File: config.mk
export PLATFORM = sky130hd
export DESIGN_NAME = vector_floating_point_writeback_stage_flat
export DESIGN_NICKNAME = d
export VERILOG_FILES = /design/src/rtl/vector_floating_point_writeback_stage_if.sv /design/src/rtl/vector_floating_point_writeback_stage.sv /design/src/flat_wrapper.sv
export SDC_FILE = /design/constraint.sdc
export NUM_CORES = 1
export LEC_CHECK = 0
export ABC_CLOCK_PERIOD_IN_PS = 4900
export BUFFER_PORTS_ARGS = -buffer_cell sky130_fd_sc_hd__buf_4
export CAP_MARGIN = 20
export CORE_MARGIN = 2
export CORE_UTILIZATION = 30
export CTS_CLUSTER_DIAMETER = 120
export DETAILED_ROUTE_END_ITERATION = 10
export PLACE_DENSITY_LB_ADDON = 0.1
export SETUP_SLACK_MARGIN = 0.3
export SLEW_MARGIN = 30
export SYNTH_ARGS = -nofsm -noshare
export SYNTH_HDL_FRONTEND = slang
export SYNTH_SLANG_ARGS = --single-unit
File: constraint.sdc
create_clock -name clock -period 4.9 [get_ports clock]
set_clock_uncertainty 0.05 [all_clocks]
set_input_delay 0.98 -clock clock [delete_from_list [all_inputs] [get_ports clock]]
set_output_delay 0.98 -clock clock [all_outputs]
set_load 0.05 [all_outputs]
File: src/rtl/vector_floating_point_writeback_stage_if.sv
// vector_floating_point_writeback_stage_if: multiply-result input and register-file write handshake bundle
interface vector_floating_point_writeback_stage_if #(parameter int ADDRESS_WIDTH = 5);
  logic                     in_valid;
  logic                     in_ready;
  logic                     in_widening;
  logic [ADDRESS_WIDTH-1:0] in_vd_index;
  logic [63:0]              vd;
  logic [63:0]              vd_high;
  logic                     out_valid;
  logic                     out_ready;
  logic [ADDRESS_WIDTH-1:0] out_address;
  logic [63:0]              out_data;
  logic                     out_last;
  modport master (
    output in_valid, in_widening, in_vd_index, vd, vd_high, out_ready,
    input  in_ready, out_valid, out_address, out_data, out_last
  );
  modport slave (
    input  in_valid, in_widening, in_vd_index, vd, vd_high, out_ready,
    output in_ready, out_valid, out_address, out_data, out_last
  );
endinterface

File: src/rtl/vector_floating_point_writeback_stage.sv
// vector_floating_point_writeback_stage: serialises FP multiply results into 64-bit register file writes.
// Optional write counter output enabled by defining DRAGONFANG_WRITEBACK_COUNTER_EN.
module vector_floating_point_writeback_stage #(
  parameter int ADDRESS_WIDTH = 5
) (
  input logic clock,
  input logic reset_n,
  vector_floating_point_writeback_stage_if.slave bus
`ifdef DRAGONFANG_WRITEBACK_COUNTER_EN
  ,
  output logic [31:0] write_count
`endif
);
  typedef enum logic [1:0] {IDLE, EMIT_LOW, EMIT_HIGH} state_t;
  state_t                   state;
  logic [63:0]              data_low;
  logic [63:0]              data_high;
  logic [ADDRESS_WIDTH-1:0] index;
  logic                     widening;
  logic                     accept;
  // Ready is a function of state and downstream ready only, so a new result can slip in on the final write
  assign bus.in_ready = (state == IDLE) |
                        ((state == EMIT_LOW) & ~widening & bus.out_ready) |
                        ((state == EMIT_HIGH) & bus.out_ready);
  assign accept = bus.in_valid & bus.in_ready;
  // FSM with registered write outputs; a new accept always starts with the low write
  always_ff @(posedge clock or negedge reset_n) begin
    if (!reset_n) begin
      state           <= IDLE;
      data_low        <= '0;
      data_high       <= '0;
      index           <= '0;
      widening        <= 1'b0;
      bus.out_valid   <= 1'b0;
      bus.out_data    <= '0;
      bus.out_address <= '0;
      bus.out_last    <= 1'b0;
    end else if (accept) begin
      state           <= EMIT_LOW;
      data_low        <= bus.vd;
      index           <= bus.in_vd_index;
      widening        <= bus.in_widening;
      if (bus.in_widening) data_high <= bus.vd_high;
      bus.out_valid   <= 1'b1;
      bus.out_data    <= bus.vd;
      bus.out_address <= bus.in_vd_index;
      bus.out_last    <= ~bus.in_widening;
    end else if (state == EMIT_LOW && bus.out_ready && widening) begin
      state           <= EMIT_HIGH;
      bus.out_data    <= data_high;
      bus.out_address <= index + 1'b1;
      bus.out_last    <= 1'b1;
    end else if (state != IDLE && bus.out_ready) begin
      state           <= IDLE;
      bus.out_valid   <= 1'b0;
      bus.out_data    <= '0;
      bus.out_address <= '0;
      bus.out_last    <= 1'b0;
    end
  end
`ifdef DRAGONFANG_WRITEBACK_COUNTER_EN
  // Counts completed register file writes, wrapping naturally at 32 bits
  always_ff @(posedge clock or negedge reset_n) begin
    if (!reset_n) write_count <= '0;
    else if (bus.out_valid && bus.out_ready) write_count <= write_count + 32'd1;
  end
`endif
endmodule

File: src/flat_wrapper.sv
// flat-port wrapper written by rule: the top's interface ports become plain ports
module vector_floating_point_writeback_stage_flat 
#(
  parameter int ADDRESS_WIDTH = 5
)
  (clock, reset_n, bus_in_valid, bus_in_widening, bus_in_vd_index, bus_vd, bus_vd_high, bus_out_ready, bus_in_ready, bus_out_valid, bus_out_address, bus_out_data, bus_out_last);
  vector_floating_point_writeback_stage_if #(.ADDRESS_WIDTH(ADDRESS_WIDTH)) bus_i ();
  input logic clock;
  input logic reset_n;
  input wire logic [$bits(bus_i.in_valid)-1:0] bus_in_valid;
  input wire logic [$bits(bus_i.in_widening)-1:0] bus_in_widening;
  input wire logic [$bits(bus_i.in_vd_index)-1:0] bus_in_vd_index;
  input wire logic [$bits(bus_i.vd)-1:0] bus_vd;
  input wire logic [$bits(bus_i.vd_high)-1:0] bus_vd_high;
  input wire logic [$bits(bus_i.out_ready)-1:0] bus_out_ready;
  output wire logic [$bits(bus_i.in_ready)-1:0] bus_in_ready;
  output wire logic [$bits(bus_i.out_valid)-1:0] bus_out_valid;
  output wire logic [$bits(bus_i.out_address)-1:0] bus_out_address;
  output wire logic [$bits(bus_i.out_data)-1:0] bus_out_data;
  output wire logic [$bits(bus_i.out_last)-1:0] bus_out_last;
  assign bus_i.in_valid = bus_in_valid;
  assign bus_i.in_widening = bus_in_widening;
  assign bus_i.in_vd_index = bus_in_vd_index;
  assign bus_i.vd = bus_vd;
  assign bus_i.vd_high = bus_vd_high;
  assign bus_i.out_ready = bus_out_ready;
  assign bus_in_ready = bus_i.in_ready;
  assign bus_out_valid = bus_i.out_valid;
  assign bus_out_address = bus_i.out_address;
  assign bus_out_data = bus_i.out_data;
  assign bus_out_last = bus_i.out_last;
  vector_floating_point_writeback_stage #(.ADDRESS_WIDTH(ADDRESS_WIDTH)) u_core (.clock(clock), .reset_n(reset_n), .bus(bus_i));
endmodule
-- Yosys cells after proc, flatten, opt, wreduce, memory -nomap -nowiden
Index checks and enable logic that the tools add are counted.
W data, S select, Z words.
- bits in registers: 143
- word-level logic and storage cells: 43
- output and inout bits: 72
- $add $sub $neg: 1
- bitwise operators: 8
- reduce and logical (&&, ||, !) cells: 9
- muxes and demuxes: 14
- equal/unequal tests: 3
- operators by type and width (cell ; number):
    $mux W64 ; 3
    $mux W5 ; 3
    $mux W2 ; 3
    $add A5 B1 Y5 const B ; 1
    $mux W1 ; 5
    $and A1 B1 Y1 ; 4
    $reduce_and A2 Y1 ; 2
    $reduce_bool A2 Y1 ; 2
    $logic_and A1 B1 Y1 ; 3
    $reduce_bool A3 Y1 ; 1
    $eq A2 B1 Y1 const B ; 1
    $eq A2 B2 Y1 const B ; 1
    $logic_not A2 Y1 ; 1
    $ne A2 B1 Y1 const B ; 1
    $not A1 Y1 ; 2
    $or A1 B1 Y1 ; 2

-- Logic depth before layout (Yosys ltp)
- word-level depth: 8
- depth in mapped cells: 7
- gate-level depth less buffers: 4

-- Worst setup path after synthesis
OpenSTA, ideal clock, no wires.
- kind: in2out
- start: input bus_out_ready
- end: output bus_in_ready
- slack: 2.087 ns
- data required time: 3.870 ns
- stages on the path: 3
- data arrival time: 1.783 ns
- cells stage by stage: nor2b_1 > buf_6 > or3_1
- word-level cells in the longest chain between the ends: 3
- elaborated cells between the ends (all ways): 4
- ends and longest elaborated chain (what ; line ; text):
    start, declared ; flat_wrapper.sv:15 ; input wire logic [$bits(bus_i.out_ready)-1:0] bus_out_ready;
    $and A1 B1 Y1 ; vector_floating_point_writeback_stage.sv:23 ; ((state == EMIT_LOW) & ~widening & bus.out_ready) |
    $or A1 B1 Y1 ; vector_floating_point_writeback_stage.sv:22 ; assign bus.in_ready = (state == IDLE) |
    $or A1 B1 Y1 * ; vector_floating_point_writeback_stage.sv:23 ;
    end, declared ; flat_wrapper.sv:16 ; output wire logic [$bits(bus_i.in_ready)-1:0] bus_in_ready;
Every way passes the cells marked *; elsewhere a longest branch is shown, timed or not.

-- Worst setup path after layout
Ends and elaborated chain as after synthesis.

==> qor.yml <==
outcome: "finished clean"
p_total_mw: 6.22
finalSetupViolCount: 0
postCtsSetupBuffers: 0
finalNonFillerCells: 918
totalWireLength_um: 16700
coreArea_um2: 20200
dieWidth_um: 147
min_path_type: "input port to async pin"
hold_buffers: 0
pre_cts_ws_ns: 1.84
yosysUniqueCellTypes: 34
ctsLongestPathBuffers: 2
die_height_um: 147
syn_area_um2: 6170
final_cell_area_um2: 8700
final_antenna_net_count: 0
grt_pass1_wl_um: 26200
antenna_found_initial: 0
fin_hold_ws_ns: 0.353
clk_pin_slew_ns: 0.06
drcViolationCount: 0
required_ns: 3.87
cts_resized: 0
crit_arrival_ns: 2.05
net-switching-power_mw: 2.45
gr-total-overflow: 0
p_leak_nw: 4.23
fin_tns_setup_ns: 0
clock_sink_count: 143
port_buffers: 209
vias: 4316
maxSlewHeadroom_pct: 49.9
io_pins: 210
rsz0062_at_grt: "false"
worst-path-max-fanout: 9
cts_buffers: 17
fin_crit_sh_pct: 62.8
final_util_pct: 43.0
first_iter_violations: 209
crit_type: "input port to primary output"
syn_inst: 427
fmax_mhz: 325
die_area_um2: 21700
cp-start-kind: "input port"
dpl_cell_area_um2: 7970
dp_hpwl_um: 11700
placedCellCount: 884
rows: 52
via_per_inst: 4.70
worst_slack_ns: 1.82
n_antenna_cell: 0
drive_above_1_share_pct: 50.0
seq_power_share_pct: 32.8
initial_core_util_pct: 30.5
finalHoldViolCount: 0
combinationalPowerShare_pct: 42.6
ys_ff_latch: 143
min_period_ns: 3.08
drt-wirelength-per-cell_um: 18.2
synth_nets: 566
grt_pass1_vias: 4750
rr_worst_depth: 4
area_delta_synth_final_pct: 41.1
grt_max_degree: 92
p_int_mw: 3.77
power.density_nw_per_um2: 715
worst_setup_path_end_kind: "primary output"
ir_drop_v: 0.000280
drv_slew: 0
cts-root-buf: "clkbuf_16"
maxCapViolations: 0
tightestPinTransition_ns: 0.744
swShare_pct: 39.4
final_nets: 774
insertion_delay_ns: 0.41
ys_seq_area_share_pct: 58.0
place.gp.congestion: 0.768
dr.pass1.iters: 5
pwr-share-clk_pct: 24.6
syn_area_per_cell_um2: 14.5
cts_tree: "done"
gr-usage-all-layers_pct: 15.7
yosysWarningCount: 0
htree_levels: 4
==> flip-flops by register name (all words and copies together), names as in the netlist <==
name                    count
u_core.state                2
u_core.widening             1
u_core.data_high           64
u_core.bus.out_valid        1
u_core.bus.out_address      5
u_core.bus.out_data        64
u_core.bus.out_last         1
u_core.index                5
==> metal layers <==
layer,global-route usage (%),vias to the layer above,wire [µm]
met5,0,-,0
li1,-,2010,-
met2,25.7,120,8300
met3,6.05,12,1160
met1,19.2,2174,7120
met4,4.66,0,157
==> layout by cell type, fill, tap and decap left out, drive strengths merged, types with 2 or more instances in the layout <==
cell,count
a21o,2
a21oi,5
a221o,64
a22oi,3
and2,64
buf,222
bufinv,7
clkbuf,19
clkinv,3
dfrtp,143
inv,11
mux2,64
nand3,4
nor2,2
nor3,4
nor3b,2
o211ai,2
o21ai,7
o311ai,7
xnor2,2
==> cell type report <==
class	count	area, µm²
Fill cell	1853	11500
Sequential cell	143	3580
Multi-Input combinational cell	242	2330
Timing Repair Buffer	222	1730
Clock buffer	19	433
Tap cell	270	338
Clock inverter	13	258
Inverter	9	33.8
==> cells by family after synthesis <==
| group | after synthesis | synth area share, % |
|---|---|---|
| DFF | 143 | 58.0 |
| AOI/OAI and AO/OA | 93 | 13.7 |
| and+or+nand+nor | 81 | 8.50 |
| muxes | 64 | 14.7 |
| buffers and inverters | 42 | 4.52 |
| xor gates and xnor gates | 3 | 0.426 |
| adders and majority gates | 1 | 0.203 |
==> critical path: stages <==
cell and delay, ns:
buf_4 0.12, nor2b_1 0.52, or3_1 0.22, buf_4 0.20
==> worst paths after layout <==
| path | start | slack (ns) | end |
|---|---|---|---|
| min in group clock | u_core.data_high[48]$_DFFE_PN0P_ | 0.45 | u_core.data_high[48]$_DFFE_PN0P_ |
| setup reg to reg | u_core.state[0]$_DFFE_PN0P_ | 2.54 | u_core.bus.out_data[10]$_DFFE_PN0P_ |
| setup / recovery | bus_out_ready | 1.82 | bus_in_ready |
| max in group asynchronous | reset_n | 3.36 | u_core.data_high[37]$_DFFE_PN0P_ |
| hold reg to reg | u_core.data_high[48]$_DFFE_PN0P_ | 0.45 | u_core.data_high[48]$_DFFE_PN0P_ |
| hold / removal | reset_n | 0.35 | u_core.bus.out_data[49]$_DFFE_PN0P_ |
==> power by group through the flow <==
| stage | logic (mW) | clock network [mW] | registers, mW |
|---|---|---|---|
| after floorplan | 0.905 | 0 | 2.98 |
| after global placement | 2.64 | 0 | 2.04 |
| after detailed placement | 2.67 | 0 | 2.05 |
| after CTS | 2.67 | 1.57 | 2.05 |
| after global routing | 2.79 | 1.63 | 2.11 |
| final | 2.65 | 1.53 | 2.04 |
==> synth_stat cells (all sizes together) <==
library cell | n | area share, %
o21bai | 1 | 0.12
nand4b | 1 | 0.14
nor2 | 2 | 0.20
dfrtp | 143 | 58
nor3b | 2 | 0.51
or3b | 1 | 0.14
o31a | 1 | 0.14
o211ai | 2 | 0.24
nand3 | 4 | 0.32
and4b | 1 | 0.16
inv | 9 | 0.55
and2 | 64 | 6.5
nor2b | 1 | 0.10
clkbuf | 11 | 0.69
mux2 | 64 | 15
a21o | 2 | 0.24
xnor2 | 2 | 0.28
xor2 | 1 | 0.14
o21ai | 7 | 0.57
a221o | 64 | 10
ha | 1 | 0.20
o21a | 1 | 0.12
a21oi | 5 | 0.41
buf | 22 | 3.3
o311ai | 7 | 1.1
or3 | 1 | 0.10
a22oi | 3 | 0.36
nor3 | 4 | 0.32
No activity file was read; power rests on OpenSTA's default activity.
